<file path="src/rtl/alu_sequencer.sv">
`default_nettype none
// ============================================================================
//  Module   : alu_sequencer
//  Purpose  : Multi-cycle fetch/decode/execute/write-back controller for the
//             8-bit ALU, register file, instruction memory and board I/O.
//  Revision : 1.0  initial release
// ============================================================================
module alu_sequencer #(
    parameter int PC_WIDTH    = 8,
    parameter int RESET_PC    = 0,
    parameter int INSTR_WIDTH = 16
) (
    input  logic                   clock,
    input  logic                   reset_n,
    input  logic                   run,
    output logic [PC_WIDTH-1:0]    imem_addr,
    output logic                   imem_rd,
    input  logic [INSTR_WIDTH-1:0] imem_data,
    output logic [2:0]             rf_ra1,
    output logic [2:0]             rf_ra2,
    output logic [2:0]             rf_wa,
    output logic                   rf_we,
    output logic [7:0]             rf_wd,
    output logic [4:0]             alu_op,
    output logic [2:0]             alu_im,
    output logic [7:0]             alu_im8,
    input  logic [7:0]             alu_res,
    input  logic                   alu_jmp,
    input  logic                   dip_valid,
    output logic                   dip_ack,
    output logic                   show_strobe,
    output logic [7:0]             show_data,
    output logic                   illegal,
    output logic [15:0]            retired,
    output logic                   busy
);

    localparam logic [2:0] c_ST_IDLE   = 3'd0;
    localparam logic [2:0] c_ST_FETCH  = 3'd1;
    localparam logic [2:0] c_ST_DECODE = 3'd2;
    localparam logic [2:0] c_ST_EXEC   = 3'd3;
    localparam logic [2:0] c_ST_WB     = 3'd4;

    localparam logic [4:0] c_OP_NOP    = 5'b00000;

    logic [2:0]             r_state;
    logic [2:0]             w_state_next;
    logic [PC_WIDTH-1:0]    r_pc;
    logic [INSTR_WIDTH-1:0] r_ir;
    logic [7:0]             r_res_q;
    logic                   r_jmp_q;
    logic [7:0]             r_show_data;
    logic [15:0]            r_retired;

    logic [4:0] w_op;
    logic       w_op_illegal;
    logic       w_op_write;
    logic       w_op_show;
    logic       w_op_dip;
    logic       w_exec_done;

    assign w_op = r_ir[15:11];

    always_comb begin
        w_op_illegal = 1'b0;
        w_op_write   = 1'b0;
        w_op_show    = 1'b0;
        w_op_dip     = 1'b0;
        case (w_op)
            5'b10001, 5'b10010, 5'b10111: w_op_illegal = 1'b1;
            5'b10011, 5'b11111:           w_op_show    = 1'b1;
            default: ;
        endcase
        if ((w_op >= 5'd1 && w_op <= 5'd6) || (w_op >= 5'd8 && w_op <= 5'd16) ||
            w_op == 5'b10100 || w_op == 5'b10101 || w_op == 5'b11110)
            w_op_write = 1'b1;
        if (w_op == 5'b10100 || w_op == 5'b10101)
            w_op_dip = 1'b1;
    end

    // A DIP load parks in EXEC until the switch data is ready.
    assign w_exec_done = !w_op_dip || dip_valid;

    always_comb begin
        w_state_next = r_state;
        case (r_state)
            c_ST_IDLE:   if (run) w_state_next = c_ST_FETCH;
            c_ST_FETCH:  w_state_next = c_ST_DECODE;
            c_ST_DECODE: w_state_next = c_ST_EXEC;
            c_ST_EXEC:   if (w_exec_done) w_state_next = c_ST_WB;
            c_ST_WB:     w_state_next = run ? c_ST_FETCH : c_ST_IDLE;
            default:     w_state_next = c_ST_IDLE;
        endcase
    end

    always_ff @(posedge clock) begin
        if (!reset_n) begin
            r_state     <= c_ST_IDLE;
            r_pc        <= PC_WIDTH'(RESET_PC);
            r_ir        <= '0;
            r_res_q     <= '0;
            r_jmp_q     <= 1'b0;
            r_show_data <= '0;
            r_retired   <= '0;
        end else begin
            r_state <= w_state_next;
            if (r_state == c_ST_DECODE)
                r_ir <= imem_data;
            if (r_state == c_ST_EXEC && w_exec_done) begin
                r_res_q <= alu_res;
                r_jmp_q <= alu_jmp && !w_op_illegal;
            end
            if (r_state == c_ST_WB) begin
                r_pc      <= r_jmp_q ? PC_WIDTH'(r_res_q) : r_pc + 1'b1;
                r_retired <= r_retired + 16'd1;
                if (w_op_show)
                    r_show_data <= r_res_q;
            end
        end
    end

    always_comb begin
        imem_rd     = 1'b0;
        rf_ra1      = 3'd0;
        rf_ra2      = 3'd0;
        rf_wa       = 3'd0;
        rf_we       = 1'b0;
        rf_wd       = 8'd0;
        alu_op      = c_OP_NOP;
        alu_im      = 3'd0;
        alu_im8     = 8'd0;
        dip_ack     = 1'b0;
        show_strobe = 1'b0;
        illegal     = 1'b0;
        case (r_state)
            c_ST_FETCH: imem_rd = 1'b1;
            c_ST_EXEC: begin
                alu_op  = w_op_illegal ? c_OP_NOP : w_op;
                alu_im  = r_ir[4:2];
                alu_im8 = r_ir[7:0];
                rf_ra1  = r_ir[10:8];
                rf_ra2  = r_ir[7:5];
                dip_ack = w_op_dip && dip_valid;
            end
            c_ST_WB: begin
                rf_we       = w_op_write;
                rf_wa       = w_op_write ? r_ir[10:8] : 3'd0;
                rf_wd       = w_op_write ? r_res_q : 8'd0;
                show_strobe = w_op_show;
                illegal     = w_op_illegal;
            end
            default: ;
        endcase
    end

    assign imem_addr = r_pc;
    assign show_data = r_show_data;
    assign retired   = r_retired;
    assign busy      = (r_state != c_ST_IDLE);

endmodule
`default_nettype wire

</file>
<file path="config.mk">
export PLATFORM = sky130hd
export DESIGN_NAME = alu_sequencer
export DESIGN_NICKNAME = d
export VERILOG_FILES = /design/src/rtl/alu_sequencer.sv
export SDC_FILE = /design/constraint.sdc
export NUM_CORES = 1
export LEC_CHECK = 0
export ABC_AREA = 0
export ABC_CLOCK_PERIOD_IN_PS = 2450
export BUFFER_PORTS_ARGS = -buffer_cell sky130_fd_sc_hd__buf_2
export CAP_MARGIN = 10
export CORE_AREA = 2 2 79 81
export DETAILED_ROUTE_END_ITERATION = 7
export DIE_AREA = 0 0 81 83
export HOLD_SLACK_MARGIN = 0.05
export PLACE_DENSITY = 0.83
export SYNTH_ARGS = -nofsm -noshare
export SYNTH_HDL_FRONTEND = slang
export SYNTH_SLANG_ARGS = --single-unit
export TNS_END_PERCENT = 20
</file>
<file path="constraint.sdc">
create_clock -name clock -period 2.45 [get_ports clock]
set_clock_uncertainty 0.1 [all_clocks]
set_input_delay 0.49 -clock clock [delete_from_list [all_inputs] [get_ports clock]]
set_output_delay 0.49 -clock clock [all_outputs]
set_load 0.03 [all_outputs]
</file>
## Word-level counts from Yosys, hierarchy flattened

Cells that the tools add are included.

| word-level totals | value |
|---|---|
| flip-flop bits (word level) | 60 |
| output and inout port bits | 71 |
| logic and storage cells | 70 |
| input port bits | 29 |

| cells by class | value |
|---|---|
| equality and inequality tests | 14 |
| add/sub/neg operators | 2 |
| reduce and logical (&&, ||, !) cells | 19 |
| order comparisons | 4 |
| muxes and demuxes | 24 |

Operators with widths:

| cell | number |
|---|---|
| 5-bit equality test, second input constant | 8 |
| 8-bit 2-to-1 mux | 4 |
| 3-bit 2-to-1 mux | 7 |
| 16-bit by 1-bit adder with 16-bit output, second input constant | 1 |
| 3-bit case mux with 5 select lines | 1 |
| 1-bit 2-to-1 mux | 10 |
| 5-bit 2-to-1 mux | 2 |
| 8-bit by 1-bit adder with 8-bit output, second input constant | 1 |
| 3-bit by 2-bit equality test with 1-bit output, second input constant | 2 |
| 1-bit logical OR | 6 |
| 5-bit by 1-bit greater-or-equal comparator with 1-bit output, second input constant | 1 |
| 5-bit by 4-bit greater-or-equal comparator with 1-bit output, second input constant | 1 |
| 5-bit by 3-bit <= comparator with 1-bit output, second input constant | 1 |
| 5-bit <= comparator, second input constant | 1 |
| 1-bit logical AND | 5 |
| 2-bit inequality test, second input constant | 2 |
| 2-bit AND reduction | 2 |
| 3-bit by 1-bit equality test with 1-bit output, second input constant | 1 |
| 3-bit equality test, second input constant | 1 |
| 3-bit logical NOT | 1 |
| 3-bit nonzero test | 1 |
| 3-bit OR reduction | 1 |
| 1-bit logical NOT | 2 |
| 2-bit OR reduction | 1 |

## Logic depth before layout (Yosys ltp)

| depth | value |
|---|---|
| depth in word-level cells | 9 |
| gate-level depth with buffers | 7 |
| gate-level depth less buffers | 5 |

## Worst setup path before layout

OpenSTA, ideal clock, no wires.

| timing | value |
|---|---|
| path kind | register to output |
| from | register r_ir[13] |
| to | output port rf_wa[0] |
| buffers on the path | 2 |
| arrival | 1.999 ns |
| stages on the path, launching flop included | 6 |
| required time | 1.860 ns |
| path slack | -0.139 ns |
| cells stage by stage | dfxtp_1 > clkbuf_1 > or3b_2 > a31oi_1 > clkbuf_1 > and2_1 |

| on the way | value |
|---|---|
| word-level cells in the longest chain between the ends | 9 |
| elaborated cells between the ends (all ways) | 16 |
| those cells by class | order compare (4); eq/ne (3); mux (3); reduce/logical (6) |

RTL lines:

| element | RTL line | source |
|---|---|---|
| start, declared | 49 | `logic [INSTR_WIDTH-1:0] r_ir;` |
| start signal, assigned | 108 | `r_ir <= imem_data;` |
| 5-bit by 1-bit greater-or-equal comparator with 1-bit output (tied with other cells) | 74 | `if ((w_op >= 5'd1 && w_op <= 5'd6) \|\| (w_op >= 5'd8 && w_op <= 5'd16) \|\|` |
| 1-bit logical AND | 74 |  |
| 1-bit logical OR (2 in series) | 74 |  |
| 1-bit logical OR | 75 | `w_op == 5'b10100 \|\| w_op == 5'b10101 \|\| w_op == 5'b11110)` |
| 1-bit logical OR * | 75 |  |
| 1-bit 2-to-1 mux * | 74 |  |
| 3-bit 2-to-1 mux * | 147 | `rf_wa = w_op_write ? r_ir[10:8] : 3'd0;` |
| 3-bit 2-to-1 mux * | 135 | `case (r_state)` |
| end, declared | 21 | `output logic [2:0] rf_wa,` |

Every way passes the cells marked *; elsewhere a longest branch is shown, timed or not.

## Worst setup path after layout

| timing | value |
|---|---|
| from | register r_ir[15] |
| to | output port rf_wa[1] |

The elaborated chain is that of the path after synthesis.

==> flow_summary.ini <==
[floorplan]
fp.dieW_um = 81
initial_core_util_pct = 49.2
die_y_um = 83
ios = 100
core_area_mm2 = 0.00582
die-area_mm2 = 0.00672
rows = 28

[timing]
finalSetupViolCount = 0
period_share_pct = 96.8
report.final.slew_viol_count = 0
grt_setup_unrepaired = true
max_freq_mhz = 422
worst_pin_slew_ns = 0.609
slew-limit-headroom_pct = 59.3
hold_violations = 0
hold_ws_ns = 0.295
period_minus_slack_ns = 2.37

[global_routing]
grt_usage_pct = 20.8
grt.overflow.total = 0
grt_max_degree = 30
grt_pass1_vias = 2521
grtUsageMet1_pct = 27.4
use_met3_pct = 5.43
grt_pass1_wl_um = 11200
top_usage_layer = met2
use_met2_pct = 32.5
antenna_found_initial = 0

[synth]
netlist_top_cells_count = dfxtp_1 (60), nand2_1 (57), a21oi_1 (36)
synth_cells = 358
synth_area_mm2 = 0.00286
syn_nets = 389
ys.flop_type = dfxtp_1
synth_top_area_share_pct = 42.0
synth-edff-count = 0
synth.area.top_cells = dfxtp_1 (42%), nand2_1 (7.5%), a21oi_1 (6.3%)
ys_ff_latch = 60
synth.distinct_cells = 47
synth_most_common_cell = dfxtp_1
yosysWarnings = 0
synth-async-reset-ratio_pct = 0
ys_seq_area_share_pct = 42.0
synth.largest_area_cell = dfxtp_1
avgSynthCellArea_um2 = 7.99

[status]
outcome = completed

[finish]
multi_input_area_mm2 = 0.00151
nNetsFinal = 484
nFillCells = 538
final_core_util_pct = 62.5
seq_area_mm2 = 0.00121
post-route-cell-area_mm2 = 0.00364
areaGrowthSynthToFinish_pct = 27.2
drive_above_1_share_pct = 30.0
num_antenna_cells = 0

[critical_path]
crit_type = flip-flop to primary output
reg2reg_depth = 4
path_max_fanout = 6
critPathArrivalTime_ns = 1.78
endpoint = rf_wa[1]
r2r-start = r_state[0]$_SDFFE_PN0P_
rr_endpoint = retired[14]$_SDFFE_PN0P_
worstSetupStartpoint = r_ir[15]$_SDFFE_PN0P_
critPathRequiredTime_ns = 1.86
start_kind = flip-flop
endpoint_kind = primary output
reg2reg_slack_ns = 0.33

[clocking]
cts_tree = done
numClockSinks = 60
cts_buffer_depth = 2
cts.clk_slew.worst_paths_ns = 0.06
cts-buffers-inserted = 9
cts_max_level = 3
clk_latency_ns = 0.33
clockRootBuffer = clkbuf_8

[flow_run]
maxCapViolCount = 0

[routing]
drc_errors = 0
antenna_left = 0
vias = 2801
routed_via_density = 5.27
wl_per_cell_um = 13.4
drt_iter0_drc = 108
drtPass1Iterations = 4
postRouteWirelength_um = 7150

[placed_design]
dp_hpwl_um = 5080
gp_congestion = 0.836
io_buffers = 99
place_area_mm2 = 0.00340

[hold_path]
min_path_type = input pin to flip-flop

[pwr]
power_leakage_nw = 1.59
ir_drop_mv = 0.341
power_density_mw_per_mm2 = 526
registers in the layout (all words and copies together) (netlist names):
signal / flops
imem_addr: 8
r_ir: 16
r_jmp_q: 1
show_data: 8
r_state: 3
retired: 16
r_res_q: 8
area by class of cell:
type | instances | area share [%]
Multi-Input combinational cell | 260 | 41.6
Clock inverter | 3 | 0.413
Sequential cell | 60 | 33.2
Tap cell | 75 | 2.58
Timing Repair Buffer | 114 | 17.7
Clock buffer | 12 | 3.72
Inverter | 8 | 0.826
how the worst min path moves through the flow:
stage	startpoint	depth (start not counted)	end
floorplan	r_ir[0]$_SDFFE_PN0P_	2	r_ir[0]$_SDFFE_PN0P_
global placement	r_ir[4]$_SDFFE_PN0P_	2	r_ir[4]$_SDFFE_PN0P_
detailed placement	r_ir[2]$_SDFFE_PN0P_	2	r_ir[2]$_SDFFE_PN0P_
CTS	imem_data[5]	3	r_ir[5]$_SDFFE_PN0P_
global route	imem_data[12]	3	r_ir[12]$_SDFFE_PN0P_
finish	imem_data[12]	3	r_ir[12]$_SDFFE_PN0P_
cells by family after synthesis:
kind of cell    Yosys count  synth area share (%)
mux                      10                  3.50
compound gates           65                  13.4
flops                    60                  42.0
simple gates            172                  30.5
fa+ha+maj                 2                 0.875
buf+inv                  38                  6.34
xor+xnor                 11                  3.37
metrics by stage:
stage               instances  TNS (ns)  setup slack (ns)  power (W)
global route              532    -0.243           -0.0389    0.00200
global placement          515         0             0.286    0.00121
floorplan                 358         0            0.0485    0.00115
finish                    532         0            0.0786    0.00191
CTS                       530         0           0.00886    0.00192
detailed placement        515         0             0.232    0.00121
cell usage in the layout (no fill, tap or decap), types with 9 or more instances in the layout:
master     n
and3_1     9
clkbuf_8   9
and2_1    25
a21oi_1   36
o21ai_0    9
nand2_1   57
buf_4     24
mux2i_1   10
nor2_1    26
nand3_1   18
dfxtp_1   57
buf_2     88
critical path, cell delays in order (launching register included):
cell      delay, ns
dfxtp_1        0.41
nor2b_1        0.22
o221ai_1       0.20
a31oi_4        0.21
buf_6          0.14
and2_1         0.12
buf_4          0.15
power by group:
| group | internal [W] | switching, W | leakage [nW] |
|---|---|---|---|
| clock network | 0.000357 | 0.000356 | 0.0800 |
| registers | 0.00100 | 0.0000234 | 0.487 |
| logic | 0.0000693 | 0.000107 | 1.03 |
what timing repair did:
action / 4_1_cts / 5_1_grt
gates cloned: 0 / 1
resized for setup: 15 / 10
buffers inserted: 0 / 1
setup endpoints to repair: 17 / 12
hold buffers: 0 / 0
pin swaps: 0 / 1
layer usage:
metal / vias to the layer above / wire [um]
met1: 1290 / 3220
met3: 15 / 400
met2: 88 / 3370
met5: - / 0
met4: 0 / 158
li1: 1408 / -
Note: power is estimated with default switching activity, not from simulation.
